`src/rtl/fetch_exec_sequencer_pkg.sv`:
```
`default_nettype none
// ============================================================================
//  Module      : fe_seq_pkg
//  Description : Shared state, opcode and ALU encodings for the
//                fetch/decode/execute sequencer of the teaching CPU.
//  Revision    : 1.0 - initial release
// ============================================================================
package fe_seq_pkg;

    // Sequencer states; the numeric value is exported on the cs port
    typedef enum logic [2:0] {
        S_IDLE   = 3'd0,
        S_FETCH  = 3'd1,
        S_DECODE = 3'd2,
        S_EXEC   = 3'd3,
        S_MEM    = 3'd4,
        S_WB     = 3'd5
    } state_t;

    // Opcodes (ir[IW-1:IW-4])
    localparam logic [3:0] OP_NOP  = 4'h0;
    localparam logic [3:0] OP_ADD  = 4'h1;
    localparam logic [3:0] OP_SUB  = 4'h2;
    localparam logic [3:0] OP_LD   = 4'h3;
    localparam logic [3:0] OP_ST   = 4'h4;
    localparam logic [3:0] OP_JMP  = 4'h5;
    localparam logic [3:0] OP_BEQZ = 4'h6;
    localparam logic [3:0] OP_HLT  = 4'hF;

    // ALU control codes
    localparam logic [1:0] ALU_PASS = 2'b00;
    localparam logic [1:0] ALU_ADD  = 2'b01;
    localparam logic [1:0] ALU_SUB  = 2'b10;

    // Opcodes 7..E have no meaning and raise err in DECODE
    function automatic logic op_is_legal(input logic [3:0] op);
        return (op <= OP_BEQZ) || (op == OP_HLT);
    endfunction

endpackage
`default_nettype wire

```
`src/rtl/fetch_exec_sequencer.sv`:
```
`default_nettype none
// ============================================================================
//  Module      : fetch_exec_sequencer
//  Description : Multi-cycle control sequencer. Owns PC and IR, issues fetch
//                and load/store requests, drives ALU and register-file
//                control, and honours run/halt at instruction boundaries.
//  Revision    : 1.0 - initial release
// ============================================================================
module fetch_exec_sequencer
    import fe_seq_pkg::*;
#(
    parameter int AW = 8,
    parameter int IW = 16
) (
    input  logic          clk,
    input  logic          reset,
    input  logic          run,
    input  logic          halt,
    output logic          mem_req,
    output logic          mem_we,
    output logic [AW-1:0] mem_addr,
    input  logic          mem_ack,
    input  logic [IW-1:0] mem_rdata,
    input  logic          alu_zero,
    output logic [IW-1:0] ir,
    output logic [AW-1:0] pc,
    output logic [1:0]    alu_op,
    output logic          reg_we,
    output logic [2:0]    cs,
    output logic          err
);

    state_t          r_cs,        w_cs_nxt;
    logic [AW-1:0]   r_pc,        w_pc_nxt;
    logic [IW-1:0]   r_ir,        w_ir_nxt;
    logic            r_err,       w_err_nxt;
    logic            r_halt_pend, w_halt_pend_nxt;

    logic [3:0]      w_op;
    logic [AW-1:0]   w_tgt;
    state_t          w_end_state;

    assign w_op  = r_ir[IW-1:IW-4];
    assign w_tgt = r_ir[AW-1:0];

    // Instruction boundary: stop if a halt was seen during this instruction
    assign w_end_state = (r_halt_pend || halt) ? S_IDLE : S_FETCH;

    // State register; reset is asynchronous so a stuck request drops at once
    always_ff @(posedge clk or posedge reset) begin
        if (reset) begin
            r_cs        <= S_IDLE;
            r_pc        <= '0;
            r_ir        <= '0;
            r_err       <= 1'b0;
            r_halt_pend <= 1'b0;
        end else begin
            r_cs        <= w_cs_nxt;
            r_pc        <= w_pc_nxt;
            r_ir        <= w_ir_nxt;
            r_err       <= w_err_nxt;
            r_halt_pend <= w_halt_pend_nxt;
        end
    end

    // Next-state and output decode; all outputs derive from registered state only
    always_comb begin
        w_cs_nxt        = r_cs;
        w_pc_nxt        = r_pc;
        w_ir_nxt        = r_ir;
        w_err_nxt       = r_err;
        w_halt_pend_nxt = r_halt_pend || (halt && (r_cs != S_IDLE));
        mem_req         = 1'b0;
        mem_we          = 1'b0;
        mem_addr        = '0;
        alu_op          = ALU_PASS;
        reg_we          = 1'b0;

        case (r_cs)
            S_IDLE: begin
                if (run) begin
                    w_cs_nxt  = S_FETCH;
                    w_err_nxt = 1'b0;
                end
            end
            S_FETCH: begin
                mem_req  = 1'b1;
                mem_addr = r_pc;
                if (mem_ack) begin
                    w_ir_nxt = mem_rdata;
                    w_pc_nxt = r_pc + AW'(1);
                    w_cs_nxt = S_DECODE;
                end
            end
            S_DECODE: begin
                if (!op_is_legal(w_op)) begin
                    w_err_nxt = 1'b1;
                    w_cs_nxt  = S_IDLE;
                end else begin
                    w_cs_nxt  = S_EXEC;
                end
            end
            S_EXEC: begin
                case (w_op)
                    OP_ADD:  begin alu_op = ALU_ADD; w_cs_nxt = S_WB; end
                    OP_SUB:  begin alu_op = ALU_SUB; w_cs_nxt = S_WB; end
                    OP_LD,
                    OP_ST:   w_cs_nxt = S_MEM;
                    OP_HLT:  w_cs_nxt = S_IDLE;
                    OP_JMP:  begin w_pc_nxt = w_tgt; w_cs_nxt = w_end_state; end
                    OP_BEQZ: begin
                        if (alu_zero) w_pc_nxt = w_tgt;
                        w_cs_nxt = w_end_state;
                    end
                    default: w_cs_nxt = w_end_state;
                endcase
            end
            S_MEM: begin
                mem_req  = 1'b1;
                mem_we   = (w_op == OP_ST);
                mem_addr = w_tgt;
                if (mem_ack) w_cs_nxt = (w_op == OP_LD) ? S_WB : w_end_state;
            end
            S_WB: begin
                reg_we   = 1'b1;
                w_cs_nxt = w_end_state;
            end
            default: w_cs_nxt = S_IDLE;
        endcase

        // A pending halt is consumed when the sequencer parks in IDLE
        if (w_cs_nxt == S_IDLE) w_halt_pend_nxt = 1'b0;
    end

    assign ir  = r_ir;
    assign pc  = r_pc;
    assign cs  = r_cs;
    assign err = r_err;

endmodule
`default_nettype wire

```
`config.mk`:
```
export PLATFORM = sky130hd
export DESIGN_NAME = fetch_exec_sequencer
export DESIGN_NICKNAME = d
export VERILOG_FILES = /design/src/rtl/fetch_exec_sequencer_pkg.sv /design/src/rtl/fetch_exec_sequencer.sv
export SDC_FILE = /design/constraint.sdc
export NUM_CORES = 1
export LEC_CHECK = 0
export ABC_AREA = 0
export BUFFER_PORTS_ARGS = -buffer_cell sky130_fd_sc_hd__buf_2
export CORE_MARGIN = 2
export CORE_UTILIZATION = 53
export CTS_CLUSTER_SIZE = 12
export DETAILED_ROUTE_END_ITERATION = 10
export GPL_TIMING_DRIVEN = 0
export PLACE_DENSITY = 0.88
export SETUP_SLACK_MARGIN = 0.15
export SYNTH_ARGS = -nofsm -noshare
export SYNTH_HDL_FRONTEND = slang
export SYNTH_SLANG_ARGS = --single-unit
export TNS_END_PERCENT = 1
```
`constraint.sdc`:
```
create_clock -name clk -period 3.51 [get_ports clk]
set_clock_uncertainty 0.15 [all_clocks]
set_input_delay 0.702 -clock clk [delete_from_list [all_inputs] [get_ports clk]]
set_output_delay 0.702 -clock clk [all_outputs]
set_load 0.01 [all_outputs]
```
==> flow_summary.json <==
{
  "clock_tree.buffer_depth": 2,
  "cellPowerDensity_mw_per_mm2": 913,
  "initial_antenna_violation_count": 0,
  "initialDrtViolationCount": 98,
  "setup.reg_to_reg.worst_slack_ns": 1.55,
  "power_internal_mw": 1.04,
  "die_x_um": 60.8,
  "worstHoldPathCells": 2,
  "clkTransAtPathRegs_ns": 0.09,
  "grt_pass1_wl_um": 7170,
  "gpl.final_weighted_congestion": 0.852,
  "synthDominantAreaCellType": "dfrtp_1",
  "postCtsSetupRepairBufs": 0,
  "yosysSeqAreaShare_pct": 42.5,
  "timing.reg2reg.worst_path_depth": 4,
  "place_ws_ns": 1.06,
  "static-leakage-power_nw": 1.12,
  "worst_setup_path_start_kind": "register",
  "pwr-share-comb_pct": 54.2,
  "highest_delay_cell_along_the_critical_path": "or4_2",
  "crit_chain": "buf_2 -> or4_2 -> nor3_1 -> buf_2",
  "critical-path-top-cell-by-count": "buf_2",
  "worst_ep_arrival_time_ns": 1.97,
  "cp_endpoint_kind": "primary output",
  "fp.dieArea_mm2": 0.00369,
  "num_io_pins": 63,
  "die_height_um": 60.8,
  "synth.avg_cell_area_um2": 8.58,
  "clock_sinks": 29,
  "grt_max_degree": 30,
  "synthesis.nets": 222,
  "ir_drop_mv": 0.478,
  "post_drt_wl_per_cell_um": 14.3,
  "rr_startpoint": "ir[12]",
  "period_minus_ws_final_ns": 2.82,
  "run_status": "complete, no violations",
  "finish.net_count": 291,
  "cts_tree": "built",
  "routed_via_density": 5.65,
  "port_buffers": 62,
  "post_route_cells_drive_above_1_share_pct": 32.1,
  "fmax_mhz": 354,
  "core_region_area_mm2": 0.00305,
  "hold_viol_final": 0,
  "rows": 20,
  "synth_top_flop_cell": "dfrtp_1",
  "hold-path-endpoint": "ir[10]",
  "fin_hold_ws_ns": 0.326,
  "path_class": "register to primary output",
  "ys_async_sr_fraction_pct": 100,
  "holdCritStartpoint": "ir[10]",
  "hpwlAfterDp_um": 3200,
  "floorplan.initialDensity_pct": 55.9,
  "synth_cells": 199,
  "power.share.switching_pct": 46.5,
  "ant_nets": 0,
  "yosys_register_bits": 29,
  "vias_in_the_first_global_route": 1582,
  "setup_tns_ns": 0,
  "rsz0062_at_grt": "no",
  "cts.repair.resized": 0,
  "hold_removal_path_class": "register to register",
  "power_frac_seq_pct": 35.0,
  "ys.warnings.count": 0,
  "globalRouteTotalUtil_pct": 26.9,
  "dr_total_vias": 1763,
  "slew-limit-headroom_pct": 28.4,
  "slowest_delay_ns": 0.69,
  "globalRoute.totalOverflow": 0,
  "count_of_flip_flops_with_a_built_in_enable_after_synthesis": 0,
  "yosys.area.top_type_share_pct": 42.5,
  "timing.final.max_slew_violations": 0,
  "detailedRoute.firstPassIterationCount": 4,
  "critical_path_required_ns": 2.66,
  "synth.cell_area_mm2": 0.00171,
  "crit-reg2reg-capture": "pc[5]",
  "num_antenna_cells": 0,
  "cts-buffers-inserted": 5,
  "timing.critical_path.fanout_max": 10,
  "remaining_drc_errors": 0,
  "area_delta_synth_final_pct": 24.6,
  "final.period_utilization_pct": 80.4,
  "setup_ws_ns": 0.687,
  "yosys-top-cells-area": "dfrtp_1, nand2_1, a22oi_1, nor2_1, nand3_1",
  "yosys.cell_types.count": 48,
  "clockRootBuffer": "clkbuf_4",
  "cts_hold_buf": 0,
  "tightestPinTransition_ns": 1.07,
  "timing.final.setup_violations": 0,
  "timing.max_cap.violations": 0,
  "clock_insertion_delay_worst_skew_ns": 0.34,
  "cts_max_level": 2,
  "power.switching_mw": 0.904,
  "p_clk_share_pct": 10.8,
  "routed_wl_um": 4480
}
[layout make-up]
type / count / area (µm²)
plain buffers: 13 / 65.1
clock buffers: 7 / 55.1
fillers: 264 / 925
inverters: 5 / 18.8
multi-input cells: 152 / 898
flip-flops and latches: 29 / 726
well taps: 44 / 55.1
repair buffers: 62 / 310
[cell families after synthesis]
group	synth area share, %
mux	2.42
fa+ha+maj	0.732
xor+xnor	0.513
buf+inv	4.91
compound gates	19.1
simple gates	29.8
flops	42.5
[worst max path at each step]
stage	startpoint	endpoint	slack, ns	cells after the start
after floorplan	ir[15]	mem_we	1.09	3
after global placement	ir[15]	mem_we	1.06	4
after detailed placement	ir[15]	mem_we	1.06	4
after CTS	ir[15]	mem_we	0.69	4
after global routing	ir[15]	mem_we	0.59	4
final	ir[15]	mem_we	0.69	4
[layout by cell type, fill, tap and decap left out, drive strengths merged, types with 2 or more instances in the layout]
cell type,count
nand2,54
a21oi,6
o21ai,6
and3,3
mux2i,3
clkbuf,12
o22ai,4
a31oi,2
nand2b,3
nand3,8
dfrtp,29
nor4bb,3
nor2b,2
inv,5
nor2,15
nor4,2
o2bb2a,2
buf,70
nand3b,3
nor4b,2
a22oi,11
[worst max-delay path, delay by kind of cell, from the launching register on]
kind	cells	cell delay, ns
AND/OR/NAND/NOR	2	0.84
flip-flops	1	0.44
buffers and inverters	2	0.36
[cell usage after synthesis, types with 2 or more instances]
library cell	instances
a21oi_1	6
a22oi_1	11
a31oi_1	2
and3_1	2
buf_2	7
clkbuf_1	5
dfrtp_1	29
inv_1	5
mux2i_1	3
nand2_1	54
nand2b_1	2
nand3_1	8
nand3b_1	2
nor2_1	15
nor2b_1	2
nor4_1	2
nor4b_1	2
nor4bb_1	3
o21ai_0	6
o22ai_1	4
o2bb2a_1	2
[power groups by stage]
| stage | clock network (mW) | logic (mW) | registers (mW) |
|---|---|---|---|
| after CTS | 0.213 | 1.06 | 0.675 |
| final | 0.210 | 1.05 | 0.680 |
| after detailed placement | 0 | 1.05 | 0.682 |
| after global routing | 0.228 | 1.17 | 0.706 |
| after global placement | 0 | 1.02 | 0.676 |
| after floorplan | 0 | 0.628 | 0.723 |
[routing by layer]
| layer | vias up | GRT usage, % | routed length [µm] |
|---|---|---|---|
| met4 | 0 | 13.7 | 107 |
| met3 | 12 | 4.48 | 326 |
| met5 | - | 0 | 0 |
| met1 | 830 | 33.1 | 1810 |
| met2 | 78 | 45.3 | 2230 |
| li1 | 843 | - | - |
[sequential cells by signal, summed over array words and instances (netlist names)]
| register | count |
|---|---|
| ir | 16 |
| err | 1 |
| r_halt_pend | 1 |
| cs | 3 |
| pc | 8 |
[per-stage QoR]
stage	utilization (%)	area (µm²)	power, mW	std cells
after floorplan	-	1710	1.35	199
after global placement	67.9	2070	1.70	305
after detailed placement	67.9	2070	1.73	305
after CTS	69.7	2130	1.95	312
after global routing	69.7	2130	2.10	312
final	69.7	2130	1.94	312
(Power assumes the default switching activity.)
